[src/rtl/retry_pkg.sv]
// Shared definitions for the retry loop (entry and end): ID parity check and item disposition.
package retry_pkg;

  localparam int MinIDSize = 2;
  localparam int MaxIDSize = 32;

  typedef enum logic [1:0] {
    ITEM_IDLE,
    ITEM_FWD,
    ITEM_RETRY,
    ITEM_DROP
  } item_disp_e;

  // IDs carry even parity: XOR over all bits (MSB parity included) must be 0.
  // Zero-extension to MaxIDSize leaves the XOR unchanged.
  function automatic logic id_parity_ok(input logic [MaxIDSize-1:0] id);
    return ~(^id);
  endfunction

  function automatic item_disp_e classify(input logic accept, input logic needs_retry,
                                          input logic parity_ok);
    item_disp_e d;
    d = ITEM_IDLE;
    if (accept) begin
      if (!needs_retry)   d = ITEM_FWD;
      else if (parity_ok) d = ITEM_RETRY;
      else                d = ITEM_DROP;
    end
    return d;
  endfunction

endpackage

[src/rtl/retry_end_fifo.sv]
// Failed-ID queue: in-order FIFO with wrapping pointers (any depth) and a registered head entry.
module retry_end_fifo #(
  parameter int Width = 2,
  parameter int Depth = 2
) (
  input  logic             clk_i,
  input  logic             rst_ni,
  input  logic             push_i,
  input  logic [Width-1:0] push_data_i,
  input  logic             pop_i,
  output logic             full_o,
  output logic             empty_o,
  output logic [Width-1:0] head_o
);

  localparam int PtrW = (Depth > 1) ? $clog2(Depth) : 1;
  localparam int CntW = $clog2(Depth + 1);

  logic [Width-1:0] mem_q [Depth];
  logic [PtrW-1:0]  rd_ptr_q, wr_ptr_q, rd_ptr_nxt;
  logic [CntW-1:0]  count_q;
  logic [Width-1:0] head_q, head_d;
  logic             push_eff, pop_eff;

  function automatic logic [PtrW-1:0] ptr_inc(input logic [PtrW-1:0] p);
    return (p == PtrW'(Depth - 1)) ? '0 : p + 1'b1;
  endfunction

  assign empty_o    = (count_q == '0);
  assign full_o     = (count_q == CntW'(Depth));
  assign push_eff   = push_i & ~full_o;
  assign pop_eff    = pop_i & ~empty_o;
  assign rd_ptr_nxt = ptr_inc(rd_ptr_q);
  assign head_o     = head_q;

  // Head is precomputed so the retry ID comes straight from a register.
  always_comb begin
    head_d = head_q;
    if (pop_eff) begin
      if (count_q > CntW'(1)) head_d = mem_q[rd_ptr_nxt];
      else if (push_eff)      head_d = push_data_i;
    end else if (empty_o && push_eff) begin
      head_d = push_data_i;
    end
  end

  always_ff @(posedge clk_i or negedge rst_ni) begin
    if (!rst_ni) begin
      rd_ptr_q <= '0;
      wr_ptr_q <= '0;
      count_q  <= '0;
      head_q   <= '0;
    end else begin
      head_q <= head_d;
      if (push_eff) wr_ptr_q <= ptr_inc(wr_ptr_q);
      if (pop_eff)  rd_ptr_q <= rd_ptr_nxt;
      count_q <= count_q + CntW'(push_eff) - CntW'(pop_eff);
    end
  end

  always_ff @(posedge clk_i) begin
    if (push_eff) mem_q[wr_ptr_q] <= push_data_i;
  end

endmodule

[src/rtl/retry_end.sv]
// Tail of the time-redundant retry loop: forwards clean items, queues failed IDs for replay.
// Optional statistics counters are built when RETRY_END_STATS_EN is defined.
module retry_end
  import retry_pkg::*;
#(
  parameter type DataType   = logic,
  parameter int  IDSize     = 2,
  parameter int  RetryDepth = 2
`ifdef RETRY_END_STATS_EN
  ,
  parameter int  StatWidth  = 16
`endif
) (
  input  logic              clk_i,
  input  logic              rst_ni,
  input  DataType           data_i,
  input  logic [IDSize-1:0] id_i,
  input  logic              needs_retry_i,
  input  logic              valid_i,
  output logic              ready_o,
  output DataType           data_o,
  output logic              valid_o,
  input  logic              ready_i,
  output logic [IDSize-1:0] retry_id_o,
  output logic              retry_valid_o,
  input  logic              retry_ready_i,
  output logic              id_error_o
`ifdef RETRY_END_STATS_EN
  ,
  output logic [StatWidth-1:0] retry_count_o,
  output logic [StatWidth-1:0] id_error_count_o
`endif
);

  // Handshakes: a transfer happens on a cycle where valid and ready are both high;
  // valid never depends on ready, and the retry port's ready never reaches ready_o.
  logic       q_full, q_empty, parity_ok, accept, push, pop, id_error_q;
  item_disp_e disp;

  assign parity_ok = id_parity_ok(MaxIDSize'(id_i));
  assign valid_o   = valid_i & ~needs_retry_i;
  assign data_o    = data_i;
  assign ready_o   = needs_retry_i ? ~q_full : ready_i;
  assign accept    = valid_i & ready_o;
  assign disp      = classify(accept, needs_retry_i, parity_ok);
  assign push      = (disp == ITEM_RETRY);

  assign retry_valid_o = ~q_empty;
  assign pop           = retry_valid_o & retry_ready_i;
  assign id_error_o    = id_error_q;

  retry_end_fifo #(
    .Width (IDSize),
    .Depth (RetryDepth)
  ) u_fifo (
    .clk_i       (clk_i),
    .rst_ni      (rst_ni),
    .push_i      (push),
    .push_data_i (id_i),
    .pop_i       (pop),
    .full_o      (q_full),
    .empty_o     (q_empty),
    .head_o      (retry_id_o)
  );

  // Parity is flagged on any accepted item, clean ones included.
  always_ff @(posedge clk_i or negedge rst_ni) begin
    if (!rst_ni) id_error_q <= 1'b0;
    else         id_error_q <= accept & ~parity_ok;
  end

`ifdef RETRY_END_STATS_EN
  logic [StatWidth-1:0] retry_cnt_q, err_cnt_q;

  always_ff @(posedge clk_i or negedge rst_ni) begin
    if (!rst_ni) begin
      retry_cnt_q <= '0;
      err_cnt_q   <= '0;
    end else begin
      if (pop && (retry_cnt_q != '1))      retry_cnt_q <= retry_cnt_q + 1'b1;
      if (id_error_q && (err_cnt_q != '1)) err_cnt_q   <= err_cnt_q + 1'b1;
    end
  end

  assign retry_count_o    = retry_cnt_q;
  assign id_error_count_o = err_cnt_q;
`endif

endmodule
[config.mk]
export PLATFORM = sky130hd
export DESIGN_NAME = retry_end
export DESIGN_NICKNAME = d
export VERILOG_FILES = /design/src/rtl/retry_pkg.sv /design/src/rtl/retry_end_fifo.sv /design/src/rtl/retry_end.sv
export SDC_FILE = /design/constraint.sdc
export NUM_CORES = 1
export LEC_CHECK = 0
export CORE_UTILIZATION = 35
export CTS_BUF_LIST = sky130_fd_sc_hd__clkbuf_4 sky130_fd_sc_hd__clkbuf_8
export DETAILED_ROUTE_END_ITERATION = 10
export GPL_TIMING_DRIVEN = 0
export PLACE_DENSITY = 0.69
export REMOVE_ABC_BUFFERS = 1
export SLEW_MARGIN = 10
export SYNTH_ARGS = -nofsm -noshare
export SYNTH_HDL_FRONTEND = slang
export SYNTH_HIERARCHICAL = 1
export SYNTH_SLANG_ARGS = --single-unit
[constraint.sdc]
create_clock -name clk_i -period 6.5 [get_ports clk_i]
set_clock_uncertainty 0.15 [all_clocks]
set_input_delay 0.975 -clock clk_i [delete_from_list [all_inputs] [get_ports clk_i]]
set_output_delay 0.975 -clock clk_i [all_outputs]
set_load 0.02 [all_outputs]
==> results.md <==
* Status: finished clean
* Via density at 4.77
* Worst-path clk slew at 0.07 ns
* Setup crit start kind: input port
* Longest Clk Path Bufs at 2
* Vias in the first global route at 392
* Clock power frac at between 15 and 20%
* Wire per inst at around 11 um
* Total Nets Final at 78
* Yosys top cell by area: dfrtp_1
* P_leak at about 0.33 nW
* Sequential area share after synthesis at about half
* Synth Instances at 51
* Sink Count at 11
* 1st-pass router iterations at 4
* Power Density at slightly below 400 nW/um^2
* Final hold slack at 0.336 ns
* Setup Buffers After CTS at 0
* Area grow syn2layout at 27.4%
* Synth Area per Inst at approximately 12 sq um
* Global-route wire length before repair at 1610 um
* Pwr Total at slightly below 0.3 mW
* Final Hold Viols at 0
* Share of layout cells above drive strength 1 at a little over a tenth
* Synth top area cells: dfrtp_1 (30%), edfxtp_1 (20%), xnor2_1 (4.5%), ha_1 (4.2%), mux2_1 (3.8%)
* Net switching power at ~0.10 mW
* Leading cell type in the layout, fill and taps excluded: clkdlybuf4s50_1
* Reg power frac at roughly two fifths
* Final Max Tran Viols at 0
* Fmax at between 0.2 and 0.3 GHz
* Die Ht at 43.0 um
* Largest net degree at the start of global routing at 10
* Max IR drop VDD at ~0.19 mV
* TNS Setup at 0 ns
* Cts repair resizes at 0
* Internal power at about 0.19 mW
* RSZ-0062 raised after global routing: no
* Critical Path End Type: output port
* Gpl congestion at ~0.71
* Setup CP Type: in -> out
* Initial Utilization at a little under two fifths
* Critical Path AT at about 2.3 ns
* CTS tree: yes
* Total wire length at 899 um
* Number of H-tree levels at 1
* Hold_buf cts at 0
* Comb pwr share at a little over two fifths
* Max FO, Critical Path at 3
* Initial antenna violation count at 0
* Fillers at ~140
* Most frequent cells in the layout: clkdlybuf4s50_1 (13), dfrtp_1 (7), inv_1 (5)
* Die Span X at about 43 um
* Root Buffer: clkbuf_4
* Final Setup Violations at 0
* DRC at 0
* Net switching fraction of the power at 35.5%
* GRT overflow at 0
* Row cnt at 14
* DRT antenna net count at 0
* Final HPWL DP at between 600 and 700 um
* Max transition margin at 69.7%
* Synth warnings at 6
* Shortest period the worst path allows at approximately 3.4 ns
* Post-synth top area share at just under 30%
* Number of distinct library cells after synthesis at 25
* Worst Tran Pin Value at about 0.45 ns
* Fin crit share at 52.3%
* Worst Hold Class: reg -> reg
* Core Region at roughly 1500 sq um
* Worst-skew pair later-pin latency at about 0.27 ns
* Max Cap Viol at 0
* Data required, critical path at 5.37 ns
* Netlist Area Pre-Place at 589 sq um
* IO Port Bufs at 13
* N_diodes at 0
* Initial DRC count at 5
* Die area at approximately 1900 sq um
* Io pins at 16
* Clock buffer count from CTS at 3
* Overall Global Routing Usage at between 10% and 20%
* Via Count at between 300 and 400
* Synthesized flop and latch total at 11
## synth_stat cells (all sizes together)
cell type,count
a211oi,1
a21o,1
a21oi,3
a31oi,2
a32o,1
and2b,1
and3,1
buf,2
dfrtp,7
edfxtp,4
ha,2
inv,5
mux2,2
mux2i,2
nand2,4
nand2b,2
nor2,3
nor2b,1
nor3b,1
nor4bb,1
or2b,1
xnor2,3
xor2,1
## per-stage QoR
stage / utilization [%] / cells / instance area, sq um / setup WS (ns)
finish: 48.7 / 82 / 751 / 3.10
floorplan: - / 49 / 571 / 3.83
global route: 48.7 / 82 / 751 / 3.05
global placement: 46.8 / 78 / 721 / 3.10
CTS: 48.7 / 82 / 751 / 3.10
detailed placement: 46.8 / 78 / 721 / 3.10
## worst paths after layout
path,start,endpoint,slack [ns],cells past startpoint
max,needs_retry_i,ready_o,3.10,4
min,u_fifo/head_o[0],u_fifo/head_o[0],0.34,1
max reg2reg,u_fifo/count_q[1],u_fifo/head_o[1],3.94,10
min reg2reg,u_fifo/head_o[0],u_fifo/head_o[0],0.34,1
max in group asynchronous,rst_ni,id_error_o,5.14,1
min in group asynchronous,rst_ni,u_fifo/count_q[1],0.81,1
## flip-flops by register name, summed over array words and instances, names as in the netlist
name and flops:
id_error_o 1, u_fifo/wr_ptr_q 1, u_fifo/rd_ptr_q 1, u_fifo/count_q 2
u_fifo/mem_q 4, u_fifo/head_o 2
## power groups by stage
stage	Clock (mW)	Sequential [mW]	Combinational (mW)
2_1_floorplan	0	0.122	0.0769
3_3_place_gp	0	0.116	0.124
3_5_place_dp	0	0.117	0.125
4_1_cts	0.0531	0.116	0.126
5_1_grt	0.0549	0.119	0.139
6_report	0.0503	0.115	0.126
## kinds of logic after synthesis
family                   share of synthesized area [%]
multiplexers                                      7.22
AND/OR/NAND/NOR                                   16.3
flip-flops                                        50.1
buffers and inverters                             6.37
adder cells (fa/ha/maj)                           4.25
AO/OA/AOI/OAI                                     9.77
XOR/XNOR                                          5.95
## critical path, stage by stage
cell	delay, ns
clkdlybuf4s50_1	0.50
nand2b_1	0.12
nand2_1	0.08
clkdlybuf4s50_1	0.60
## layer usage
layer  global-route usage, %  part of all wire [%]  up-vias
met1                    15.8                    48      179
met3                    2.55                   1.9        2
met2                    17.9                    48        7
met4                    9.09                   1.6        0
li1                        -                     -      203
met5                       0                     0        -
## final cells by class
class / count / area, sq um / area share [%]
clock buffers: 4 / 30.0 / 4.00
multi-input cells: 33 / 256 / 34.2
inverters: 5 / 18.8 / 2.50
flip-flops and latches: 11 / 295 / 39.3
repair buffers: 13 / 130 / 17.3
well taps: 16 / 20.0 / 2.67
Power figures use the tool's default switching activity.
==> RTL edit (config.mk and constraints unchanged) <==
The parameter `RetryDepth` goes from 2 to 4.
--- a/src/rtl/retry_end.sv
+++ b/src/rtl/retry_end.sv
@@ -6,5 +6,5 @@
   parameter type DataType   = logic,
   parameter int  IDSize     = 2,
-  parameter int  RetryDepth = 2
+  parameter int  RetryDepth = 4
 `ifdef RETRY_END_STATS_EN
   ,
Behaviour: not the same (Yosys sat finds a counterexample within 4 cycles, from zero or initial values and one cycle with rst_ni low).
==> RTL edit against the unedited design <==
- wire length rose by 78%
- power increased by 61%
- worst setup slack lost 0.22 ns
- largest cell class unchanged
- fmax down 6.1%
- area after synthesis rose by 70%
- worst hold slack improved by 0.037 ns
- first-iteration DRC count grew to 4.0 times the old value
- critical path type is now primary input to flip-flop
- sequential cell count up 7
- critical endpoint is now u_fifo/count_q[2]
- design area increased by 58%
- global-route usage grew 0.57 points
- count of clock-buffer cells in the layout down 1
==> RTL edit: results (changes against the unedited design) <==
stage,metric,value,unit,change
synthesis,synth warn,6,,unchanged
synthesis,post-synthesis sequential area ratio,48.9,%,-1.2 points
clock_tree,Post-CTS Resized,0,,unchanged
sta,max_slew headroom,66.6,%,-3.2 points
synthesis,Post-synth EDFFs,8,,+4
place,area of placed instances,1160,sq um,+61%
power_and_ir_drop,Leak Pwr,0.000495,uW,+51%
synthesis,Cell variety after synth,26,,+4.0%
global_route,largest net degree at the start of global routing,11,,+1
place,GP Congestion,0.719,,+1.1%
worst_hold_path,hold crit path type,flip-flop to flip-flop,,
global_route,gr usage total,12.8,%,+0.57 points
route,detailed-route wire length per cell,13.0,microns,+18%
layout,nets@finish,113,,+45%
clock_tree,post-CTS setup buffer count,0,,unchanged
power_and_ir_drop,VDD IR max,254,uV,+35%
clock_tree,CTS clock-pin slew for the worst setup and hold paths,0.11,ns,+0.04 ns
clock_tree,CTS Buffer Depth,2,,unchanged
layout,Finished Layout Cells,123,,+50%
synthesis,most frequent cells after synthesis,"dfrtp_1 (10), ha_1 (10), inv_1 (10)",,
global_route,number of global-route vias before repair,657,,+68%
layout,share of layout cells above drive strength 1,20.7,%,+10 points
route,drt via density,4.87,,+2.1%
clock_tree,# hold bufs at CTS,0,,unchanged
clock_tree,clk_lat worst skew,0.30,ns,+0.03 ns
run_status,status,"finished, final reports clean",,
worst_setup_path,crit-path max FO,7,,+4
place,I/O Buffers,13,,unchanged
synthesis,Post-synth ARST share,55.6,%,-8.1 points
layout,fill count,256,,+86%
global_route,first-pass GRT wire length,2900,microns,+80%
route,drt initial violations,20,,+15
synthesis,Mean Syn Cell Area,13.2,sq um,+14%
clock_tree,htree depth,1,,unchanged
synthesis,top cells by area in the synthesized netlist,"dfrtp_1 (25%), edfxtp_1 (24%), ha_1 (12%), mux2_2 (9.0%), mux4_2 (4.5%)",,
layout,max reg flops,8,,+4
place,hpwl dp,1210,microns,+76%
## RTL edit: cell types whose count changed after synthesis, sizes merged, moves of 3 or more
| cell | delta |
|---|---|
| ha | +8 |
| and2 | +4 |
| nand2 | -3 |
| mux2 | +6 |
| dfrtp | +3 |
| edfxtp | +4 |
| inv | +5 |
## RTL edit: final cells by class
cell class	instances	area, sq um	share of cell area (%)
Inverter	10	37.5	3.15
Multi-Input combinational cell	47	467	39.2
Clock buffer	3	22.5	1.89
Timing Repair Buffer	13	130	10.9
Tap cell	31	38.8	3.26
Sequential cell	18	490	41.2
Clock inverter	1	3.75	0.315
## RTL edit: cells by family after synthesis
group | count (synthesis) | share of synthesized area (%)
mux | 10 | 13.5
compound gates | 5 | 3.74
xor+xnor | 2 | 1.75
fa+ha+maj | 11 | 14.5
buf+inv | 11 | 4.50
simple gates | 19 | 13.1
flops | 18 | 48.9
## RTL edit: final timing paths
path | from | endpoint | slack, ns | cells after the start
worst max-delay path | id_i[1] | u_fifo/count_q[2] | 2.88 | 11
worst min-delay path | u_fifo/head_o[0] | u_fifo/head_o[0] | 0.37 | 1
worst max register to register | u_fifo/count_q[2] | u_fifo/count_q[2] | 3.58 | 12
worst min register to register | u_fifo/head_o[0] | u_fifo/head_o[0] | 0.37 | 1
max in group asynchronous | rst_ni | u_fifo/wr_ptr_q[0] | 5.01 | 1
min in group asynchronous | rst_ni | u_fifo/rd_ptr_q[0] | 0.85 | 1
## RTL edit: where the power goes
part | switching [uW] | internal (uW) | leakage [uW]
clock network | 35.2 | 22.4 | 0.0000154
registers | 31.5 | 154 | 0.000191
logic | 106 | 122 | 0.000289
total | 173 | 298 | 0.000495
## RTL edit: worst max-delay path, cell delays in order
cell             delay (ns)
clkdlybuf4s50_1        0.52
xnor2_1                0.30
nor3b_2                0.26
nor2b_1                0.42
inv_1                  0.12
ha_1                   0.31
inv_1                  0.05
ha_1                   0.13
inv_1                  0.04
fa_1                   0.37
xor2_1                 0.17
## RTL edit: per-layer routing
| metal | routed length (microns) | global-route usage [%] | up-vias |
|---|---|---|---|
| met5 | 0 | 0 | - |
| met4 | 20 | 8.57 | 0 |
| met3 | 72 | 3.51 | 2 |
| met2 | 823 | 21.9 | 16 |
| met1 | 681 | 13.7 | 289 |
| li1 | - | - | 292 |
## RTL edit: per-stage QoR
step | setup slack, ns | power, uW | utilization [%]
final | 2.88 | 471 | 43.5
after global routing | 2.64 | 519 | 43.5
after CTS | 2.86 | 480 | 43.5
after floorplan | 3.44 | 354 | -
after global placement | 2.55 | 407 | 42.6
after detailed placement | 2.56 | 418 | 42.6
